[src/rtl/ctl_pkg.sv]
// Shared constants and types for the EBOX CTL sequencer: SPEC codes, FSM states and
// AR half-select encodings.
package ctl_pkg;

  localparam logic [3:0] SPEC_ARL_SEL  = 4'h1;
  localparam logic [3:0] SPEC_ARR_SEL  = 4'h2;
  localparam logic [3:0] SPEC_XCRY_AR0 = 4'h5;

  // Bit 0 selects ARL, bit 1 selects ARR.
  localparam logic [1:0] HALF_NONE = 2'b00;
  localparam logic [1:0] HALF_ARL  = 2'b01;
  localparam logic [1:0] HALF_ARR  = 2'b10;
  localparam logic [1:0] HALF_BOTH = 2'b11;

  typedef enum logic [1:0] {
    StIdle,
    StPiSave,
    StLongHi,
    StLongLo
  } ctl_state_e;

endpackage

[src/rtl/ctl_seg_decode.sv]
// Expands a 2-bit AR half code into a per-segment mask; segment 0 is the MSB of ARL.
module ctl_seg_decode
  import ctl_pkg::*;
#(
  parameter int unsigned NSEG = 4
) (
  input  logic [1:0]      half,
  output logic [0:NSEG-1] mask
);

  always_comb begin
    mask = '0;
    for (int i = 0; i < NSEG; i++) begin
      mask[i] = (i < NSEG / 2) ? half[0] : half[1];
    end
  end

endmodule

[src/rtl/ctl_seq.sv]
// EBOX CTL sequencer: registered AR strobes, ADX carry-in and the PI flag-save sequence.
// Define CTL_LONG_EN to build the ADlong double-word sequence (LONG_HI/LONG_LO).
module ctl_seq
  import ctl_pkg::*;
#(
  parameter int unsigned WORD_W         = 36,
  parameter int unsigned NSEG           = 4,
  parameter int unsigned PI_SAVE_CYCLES = 2
) (
  input  logic              clk,
  input  logic              reset,
  input  logic              CRAM_valid,
  output logic              CTL_ready,
  input  logic [1:0]        CRAM_ARload,
  input  logic [1:0]        CRAM_ARclr,
  input  logic [3:0]        CRAM_SPEC,
  input  logic              CRAM_ADcarry,
  input  logic              CRAM_ADlong,
  input  logic [0:WORD_W-1] EDP_AR,
  input  logic              PCplus1inh,
  output logic              CTL_ARL_SEL,
  output logic              CTL_ARR_SEL,
  output logic [0:NSEG-1]   CTL_ARload,
  output logic [0:NSEG-1]   CTL_ARclr,
  output logic              ADXcarry36,
  output logic              ADlong,
  output logic              PIcycleSaveFlags
);

  localparam int unsigned CntW = $clog2(PI_SAVE_CYCLES + 1);

  ctl_state_e state_q, state_d;
  logic [CntW-1:0] cnt_q, cnt_d;

  logic [0:NSEG-1] load_q, load_d, clr_q, clr_d;
  logic arl_sel_q, arl_sel_d, arr_sel_q, arr_sel_d;
  logic carry_q, carry_d, adlong_q, adlong_d, flags_q, flags_d;

  logic [0:NSEG-1] ld_mask, clr_mask, arl_mask;
  logic accept, spec_xcry, go_pi, go_long;
  logic unused_in;

  ctl_seg_decode #(.NSEG(NSEG)) u_load_dec (
    .half (CRAM_ARload),
    .mask (ld_mask)
  );

  ctl_seg_decode #(.NSEG(NSEG)) u_clr_dec (
    .half (CRAM_ARclr),
    .mask (clr_mask)
  );

  always_comb begin
    arl_mask = '0;
    for (int i = 0; i < NSEG / 2; i++) arl_mask[i] = 1'b1;
  end

  assign CTL_ready = (state_q == StIdle);
  assign accept    = CRAM_valid & CTL_ready;
  assign spec_xcry = (CRAM_SPEC == SPEC_XCRY_AR0);
  assign go_pi     = spec_xcry & PCplus1inh;

`ifdef CTL_LONG_EN
  // PI save takes priority; a coinciding long request is dropped.
  assign go_long   = CRAM_ADlong & ~go_pi;
  assign unused_in = ^EDP_AR[1:WORD_W-1];
`else
  assign go_long   = 1'b0;
  assign unused_in = ^{CRAM_ADlong, EDP_AR[1:WORD_W-1]};
`endif

  always_comb begin
    state_d   = state_q;
    cnt_d     = cnt_q;
    load_d    = '0;
    clr_d     = '0;
    arl_sel_d = 1'b0;
    arr_sel_d = 1'b0;
    carry_d   = 1'b0;
    adlong_d  = 1'b0;
    flags_d   = 1'b0;
    case (state_q)
      StIdle: begin
        if (accept) begin
          if (go_pi) begin
            state_d   = StPiSave;
            cnt_d     = CntW'(PI_SAVE_CYCLES);
            flags_d   = 1'b1;
            arl_sel_d = 1'b1;
            if (PI_SAVE_CYCLES == 1) load_d = arl_mask;
          end else begin
            load_d    = ld_mask & ~clr_mask;
            clr_d     = clr_mask;
            arl_sel_d = (CRAM_SPEC == SPEC_ARL_SEL);
            arr_sel_d = (CRAM_SPEC == SPEC_ARR_SEL);
            carry_d   = (EDP_AR[0] & spec_xcry) ^ CRAM_ADcarry;
            if (go_long) begin
              state_d  = StLongHi;
              adlong_d = 1'b1;
            end
          end
        end
      end
      StPiSave: begin
        // cnt_q counts the PISAVE cycles still to run, including the current one.
        if (cnt_q == CntW'(1)) begin
          state_d = StIdle;
        end else begin
          cnt_d     = cnt_q - CntW'(1);
          flags_d   = 1'b1;
          arl_sel_d = 1'b1;
          if (cnt_q == CntW'(2)) load_d = arl_mask;
        end
      end
`ifdef CTL_LONG_EN
      StLongHi: begin
        state_d  = StLongLo;
        adlong_d = 1'b1;
      end
      StLongLo: state_d = StIdle;
`endif
      default: state_d = StIdle;
    endcase
  end

  always_ff @(posedge clk) begin
    if (reset) begin
      state_q   <= StIdle;
      cnt_q     <= '0;
      load_q    <= '0;
      clr_q     <= '0;
      arl_sel_q <= 1'b0;
      arr_sel_q <= 1'b0;
      carry_q   <= 1'b0;
      adlong_q  <= 1'b0;
      flags_q   <= 1'b0;
    end else begin
      state_q   <= state_d;
      cnt_q     <= cnt_d;
      load_q    <= load_d;
      clr_q     <= clr_d;
      arl_sel_q <= arl_sel_d;
      arr_sel_q <= arr_sel_d;
      carry_q   <= carry_d;
      adlong_q  <= adlong_d;
      flags_q   <= flags_d;
    end
  end

  assign CTL_ARload       = load_q;
  assign CTL_ARclr        = clr_q;
  assign CTL_ARL_SEL      = arl_sel_q;
  assign CTL_ARR_SEL      = arr_sel_q;
  assign ADXcarry36       = carry_q;
  assign ADlong           = adlong_q;
  assign PIcycleSaveFlags = flags_q;

endmodule

[config.mk]
export PLATFORM = sky130hd
export DESIGN_NAME = ctl_seq
export DESIGN_NICKNAME = d
export VERILOG_FILES = /design/src/rtl/ctl_pkg.sv /design/src/rtl/ctl_seg_decode.sv /design/src/rtl/ctl_seq.sv
export SDC_FILE = /design/constraint.sdc
export NUM_CORES = 1
export LEC_CHECK = 0
export CORE_MARGIN = 5
export CORE_UTILIZATION = 26
export CTS_CLUSTER_SIZE = 8
export DETAILED_ROUTE_END_ITERATION = 8
export GPL_TIMING_DRIVEN = 0
export PLACE_DENSITY_LB_ADDON = 0.1
export REMOVE_ABC_BUFFERS = 1
export SLEW_MARGIN = 20
export SYNTH_ARGS = -nofsm -noshare
export SYNTH_HDL_FRONTEND = slang
export SYNTH_SLANG_ARGS = --single-unit
[constraint.sdc]
create_clock -name clk -period 3.4 [get_ports clk]
set_input_delay 0.68 -clock clk [delete_from_list [all_inputs] [get_ports clk]]
set_output_delay 0.68 -clock clk [all_outputs]
set_load 0.1 [all_outputs]
==> reports/summary.txt, run 1 <==
Status - completed
PD cells - 377.2 nW/um2
Post-route design area - 782.0 um2
Synth area leaders - sky130_fd_sc_hd__dfxtp_1 (44%), sky130_fd_sc_hd__buf_4 (7.5%), sky130_fd_sc_hd__ha_1 (5.0%), sky130_fd_sc_hd__a21oi_1 (4.0%), sky130_fd_sc_hd__inv_1 (3.7%)
NumNets Final - 131
Achievable Freq - 0.3982 GHz
Number of diodes - 0
Setup TNS - 0 ps
Critical path's top delay family - buffers and inverters
Library cell occupying the most area in the post-synthesis netlist - sky130_fd_sc_hd__dfxtp_1
Cell area after synthesis - 501.7 um2
Post-synthesis sequential element count - 11
Reg clk slew, reported paths - 60 ps
Worst reg-to-reg path cell count - 5
RSZ-0062 raised after global routing - false
Most numerous cell in the Yosys netlist - sky130_fd_sc_hd__dfxtp_1
Routed wire length per instance - 10.70 um
Synth cell types - 25
Source of the worst hold timing path - cnt_q[1]
Clock group share of total power - 28.3%
Antenna Nets Post-Route - 0
WP data required - 2720 ps
Die Width - 53.93 um
Reg-to-reg setup timing slack - 2190 ps
Vias in the first global route - 373
Routed vias/inst - 4.252
Synthesis warning total - 0
Initial antenna violation count - 0
Area fraction of the dominant cell type after synthesis - 43.89%
Number of port buffers - 26
Tightest slew margin relative to the limit - 34.83%
Tmin final - 2512 ps
Detailed Place HPWL - 947.3 um
Critical path class - flop to output pin
Worst Hold Depth - 2
Final-report setup violation count - 0
Pin slew with the least headroom to its limit - 974.6 ps
Part of the Yosys area used for sequential elements - 43.89%
Stages on worst setup path - 2
CTS Buf Count - 3
Share of total power consumed by net switching - 30.71%
Post-CTS setup buffer count - 0
Synth cell count leaders - sky130_fd_sc_hd__dfxtp_1 (11), sky130_fd_sc_hd__buf_4 (5), sky130_fd_sc_hd__inv_1 (5)
Vias post-DR - 438
Number of ports placed on the die boundary - 64
Worst clock skew - 0.5033 ps
TritonCTS clock tree - yes
Depth of the CTS H-tree - 1
Ratio of cells with drive above 1 in the final layout - 10.26%
Cell type of the slowest stage on the worst timing path - sky130_fd_sc_hd__clkdlybuf4s50_1
Post-route DRC - 0
Worst hold-check path type - flop to flop
Worst r2r src - cnt_q[1]
Area of the placeable core - 1783 um2
Instance area after placement - 755.7 um2
Internal - 204.4 uW
Part of the cycle the worst path needs - 73.87%
First-pass GRT wire length - 1.642 mm
Endpoint arrival time on the critical path - 1830 ps
Clock net sink count - 11
Die Y-Extent - 53.93 um
Most common flop cell mapped by yosys - sky130_fd_sc_hd__dfxtp_1
Power dissipated by switching net loads - 90.58 uW
Critical Path End Type - output pin
Pin count of the biggest net entering global routing - 7
Violation count after the first detailed-route iteration - 4
Number of pins with negative max-slew slack in the final report - 0
Wirelength, routed - 1.102 mm
Die Area - 2908 um2
Average cell area after synthesis - 9.467 um2
CP max stage delay - 1130 ps
Number of synthesized flops with an enable pin - 0
Row count - 15
Clock Root Buffer - sky130_fd_sc_hd__clkbuf_4
Congestion Overflow GR - 0
RD Place Congestion - 0.7585
Synth-to-Final Area Change - 55.86%
Final hold violation count - 0
Sequential share of power - 45.3%
Crit path max fanout - 6
Pre-antenna DRT Iters - 4
Clock Path Buffers - 2
Quantity of gates resized following cts - 0
Reg-to-reg critical path endpoint - cnt_q[1]
Post-synthesis instance total - 53
Peak VDD IR - 0.2277 mV
Startpoint kind of the worst setup timing path - flop
Proportion of power drawn by combinational gates - 26.4%
CTS hold repair buffers - 0
Async set-reset flop share out of synthesis - 0%
Later-pin clock latency in the skew report - 260 ps
Worst hold path endpoint - cnt_q[1]
Overall Global Routing Usage - 8.257%
Sum of buffers and inverters on the critical path - 2
Effective utilization at floorplan - 28.14%
Reported max-cap violation count - 0
Reported leakage power - 0.0002934 uW
Series of cell instances along the critical path - inv_1 -> clkdlybuf4s50_1
Fill cells - 174
-- routing by layer --
metal | global-route usage, % | vias up | part of all wire (%)
li1 | - | 228 | -
met1 | 8.940 | 191 | 45
met2 | 12.50 | 17 | 44
met3 | 5.263 | 2 | 9.5
met4 | 3.830 | 0 | 0.82
met5 | 0 | - | 0
-- layout make-up --
class | count | area (um2) | share of cell area, %
multi-input cells | 32 | 225.2 | 28.80
flip-flops and latches | 11 | 220.2 | 28.16
inverters | 5 | 18.77 | 2.400
repair buffers | 26 | 260.3 | 33.28
clock buffers | 4 | 26.28 | 3.360
well taps | 25 | 31.28 | 4.000
-- power by group through the flow --
stage	Combinational, uW	Clock [uW]	Sequential [uW]
detailed placement	78.3	0	137
global placement	78.0	0	137
floorplan	16.9	0	169
finish	77.8	83.4	134
global route	81.3	97.8	134
CTS	78.3	88.5	134
-- flip-flops by register name, indices dropped and copies added, names as in the netlist --
| signal | cells |
|---|---|
| cnt_q | 2 |
| CTL_ARload | 2 |
| CTL_ARL_SEL | 1 |
| state_q | 1 |
| CTL_ARclr | 2 |
| CTL_ARR_SEL | 1 |
| ADXcarry36 | 1 |
| PIcycleSaveFlags | 1 |
-- cell usage in the layout (no fill, tap or decap), types with 2 or more instances in the layout --
cell                               n
sky130_fd_sc_hd__clkdlybuf4s50_1  26
sky130_fd_sc_hd__dfxtp_1          11
sky130_fd_sc_hd__inv_1             5
sky130_fd_sc_hd__a21oi_1           4
sky130_fd_sc_hd__nand2_1           3
sky130_fd_sc_hd__clkbuf_4          3
sky130_fd_sc_hd__o21ai_0           2
sky130_fd_sc_hd__nand3_1           2
sky130_fd_sc_hd__and2_1            2
sky130_fd_sc_hd__nor2_1            2
sky130_fd_sc_hd__ha_1              2
-- worst reg2reg max path, cell delays in order, from the launching register on --
cell and delay (ps):
sky130_fd_sc_hd__dfxtp_1 330, sky130_fd_sc_hd__inv_1 60, sky130_fd_sc_hd__ha_1 200, sky130_fd_sc_hd__or2b_1 280, sky130_fd_sc_hd__o21ai_0 170, sky130_fd_sc_hd__a31oi_1 60
-- worst max path at each step --
stage / startpoint / end / slack (ps)
2_1_floorplan: CTL_ARclr[1] / CTL_ARclr[0] / 1170
3_3_place_gp: state_q[0] / CTL_ready / 1160
3_5_place_dp: state_q[0] / CTL_ready / 1160
4_1_cts: state_q[0] / CTL_ready / 870
5_1_grt: state_q[0] / CTL_ready / 830
6_report: state_q[0] / CTL_ready / 890
-- metrics by stage --
| stage | setup slack (ps) | instances | utilization (%) | hold WS, ps | total power, uW |
|---|---|---|---|---|---|
| floorplan | 1167 | 48 | - | 459.3 | 185.9 |
| global placement | 1164 | 99 | 42.39 | 490.2 | 214.7 |
| detailed placement | 1164 | 99 | 42.39 | 489.7 | 215.0 |
| CTS | 868.0 | 103 | 43.86 | 499.5 | 300.6 |
| global route | 829.2 | 103 | 43.86 | 557.0 | 313.2 |
| finish | 888.5 | 103 | 43.86 | 497.2 | 295.0 |
-- cells by family (layout without fill, tap and decap cells) --
family	Yosys count	count (layout)	synth area share, %
fa+ha+maj	2	2	4.987
other cells	1	1	0.7474
mux	1	1	1.995
buf+inv	10	35	11.22
flops	11	11	43.89
compound gates	11	11	15.21
simple gates	17	17	21.95
Note: power is estimated with default switching activity, not from simulation.
==> run 2, diff against run 1 <==
Settings changed: CORE_UTILIZATION 26 to 22.
Clock period 3.4 ns to 2.25 ns, I/O delays scaled along.
==> reports/summary.txt, run 2 (same netlist as run 1, synthesis figures left out) <==
Pin count of the biggest net entering global routing - 7 (unchanged)
Violation count after the first detailed-route iteration - 4 (unchanged)
Smallest hold slack - 506.8 ps (+9.623 ps)
Fill cells - 229 (+32%)
Reported max-cap violation count - 0 (unchanged)
Number of pins with negative max-slew slack in the final report - 0 (unchanged)
Post-route DRC - 0 (unchanged)
Tmin final - 2181 ps
Initial antenna violation count - 0 (unchanged)
CP max stage delay - 1130 ps (about the same)
Critical path's top delay family - buffers and inverters
Synth-to-Final Area Change - 57.86%
Antenna Nets Post-Route - 0 (unchanged)
Effective utilization at floorplan - 22.90% (-5.2 points)
RSZ-0062 raised after global routing - false
Row count - 17 (+2)
Vias post-DR - 438 (unchanged)
Routed wire length per instance - 11.03 um (+3.1%)
Leading cell type in the layout, fill and taps excluded - sky130_fd_sc_hd__clkdlybuf4s50_1
Instance area after placement - 759.5 um2 (+0.50%)
Routed vias/inst - 4.132 (-2.8%)
Die Y-Extent - 57.76 um (+7.1%)
Clock net sink count - 11 (unchanged)
Die Area - 3336 um2 (+15%)
TritonCTS clock tree - yes
Sum of buffers and inverters on the critical path - 1 (-1)
Achievable Freq - 0.4584 GHz
Reg clk slew, reported paths - 80 ps (+20 ps)
Number of diodes - 0 (unchanged)
Cell type of the slowest stage on the worst timing path - sky130_fd_sc_hd__clkdlybuf4s50_1
Detailed Place HPWL - 924.7 um (-2.4%)
Series of cell instances along the critical path - clkdlybuf4s50_1
Setup TNS - 0 ps (unchanged)
Later-pin clock latency in the skew report - 270 ps (about the same)
NumNets Final - 131 (unchanged)
Worst clock skew - 2.813 ps (+2.310 ps)
Final critical-path setup slack - 68.66 ps (-819.8 ps)
CTS hold repair buffers - 0 (unchanged)
Reported leakage power - 0.0003431 uW (+17%)
Worst reg-to-reg path cell count - 3 (-2)
Ratio of cells with drive above 1 in the final layout - 10.26% (unchanged)
Pre-antenna DRT Iters - 2 (-2)
First-pass GRT wire length - 1.794 mm (+9.3%)
Number of ports placed on the die boundary - 64 (unchanged)
Critical Path End Type - output pin
Number of port buffers - 26 (unchanged)
Overall Global Routing Usage - 7.499% (-0.76 points)
Die Width - 57.76 um (+7.1%)
Wirelength, routed - 1.169 mm (+6.1%)
Part of the cycle the worst path needs - 96.95%
PD cells - 581.0 nW/um2 (+54%)
Startpoint kind of the worst setup timing path - flop
Tightest slew margin relative to the limit - 34.36% (-0.46 points)
RD Place Congestion - 0.6413 (-15%)
Crit path max fanout - 2 (-4)
Clock Root Buffer - sky130_fd_sc_hd__clkbuf_4
CTS Buf Count - 3 (unchanged)
Pin slew with the least headroom to its limit - 981.5 ps (+6.913 ps)
Clock Path Buffers - 2 (unchanged)
Final-report setup violation count - 0 (unchanged)
Worst hold-check path type - flop to flop
Area of the placeable core - 2191 um2 (+23%)
Post-route design area - 792.0 um2 (+1.3%)
Peak VDD IR - 0.2005 mV (-12%)
Depth of the CTS H-tree - 1 (unchanged)
Status - completed
Worst Setup Slack post-DPL - 239.8 ps (-924.5 ps)
Stages on worst setup path - 1 (-1)
Congestion Overflow GR - 0 (unchanged)
Leading cell types in the layout, fill and taps excluded - sky130_fd_sc_hd__clkdlybuf4s50_1 (22), sky130_fd_sc_hd__dfxtp_1 (11), sky130_fd_sc_hd__inv_1 (5)
Critical path class - flop to output pin
Endpoint arrival time on the critical path - 1730 ps (-100 ps)
Vias in the first global route - 412 (+10%)
Worst Hold Depth - 2 (unchanged)
WP data required - 1800 ps (-920 ps)
Final hold violation count - 0 (unchanged)
-- run 2: cell count changes in the layout (fill, tap and decap cells not counted), sizes merged --
cell           previous run  this run
clkdlybuf4s50            26        22
dlygate4sd2               0         1
dlymetal6s2s              0         3
-- run 2: path summary, 6_finish.rpt --
| kind | slack, ps | startpoint | endpoint |
|---|---|---|---|
| hold / removal | 510 | cnt_q[1] | cnt_q[1] |
| setup / recovery | 70 | CTL_ARload[1] | CTL_ARload[0] |
| hold reg to reg | 510 | cnt_q[1] | cnt_q[1] |
| setup reg to reg | 1040 | state_q[0] | CTL_ARload[2] |
-- run 2: what timing repair did --
action,CTS,global route
gates resized for setup,1,3
endpoints found under the setup margin,1,3
buffers inserted,0,0
-- run 2: power breakdown --
part | internal [uW] | leakage (uW) | switching (uW) | total, uW
logic | 40.3 | 0.000239 | 77.3 | 118
clock network | 68.6 | 0.0000150 | 72.2 | 141
registers | 200 | 0.0000894 | 2.11 | 202
-- run 2: through the flow --
step | power (uW) | utilization, % | instances
after floorplan | 280.9 | - | 48
after global placement | 325.1 | 34.67 | 102
after detailed placement | 324.7 | 34.67 | 102
after CTS | 468.2 | 35.81 | 106
after global routing | 483.4 | 36.15 | 106
final | 460.1 | 36.15 | 106
-- run 2: worst register-to-register path: stages, from the launching register on --
cell and delay [ps]:
sky130_fd_sc_hd__dfxtp_1 360, sky130_fd_sc_hd__or3b_4 440, sky130_fd_sc_hd__a21oi_2 180, sky130_fd_sc_hd__and3b_1 170
-- run 2: final cells by class --
| cell class | instances | area [um2] | share of cell area, % |
|---|---|---|---|
| multi-input combinational | 32 | 225.2 | 28.44 |
| tap | 28 | 35.03 | 4.423 |
| timing repair buffer | 26 | 266.5 | 33.65 |
| sequential | 11 | 220.2 | 27.80 |
| clock buffer | 4 | 26.28 | 3.318 |
| inverter | 5 | 18.77 | 2.370 |
-- run 2: per-layer routing --
layer  track usage (%)  up-vias  part of all wire [%]
met5                 0        -                     0
met4             5.960        0                   2.1
met3             3.341        4                    10
met2             10.81       19                    41
met1             8.499      189                    47
li1                  -      226                     -
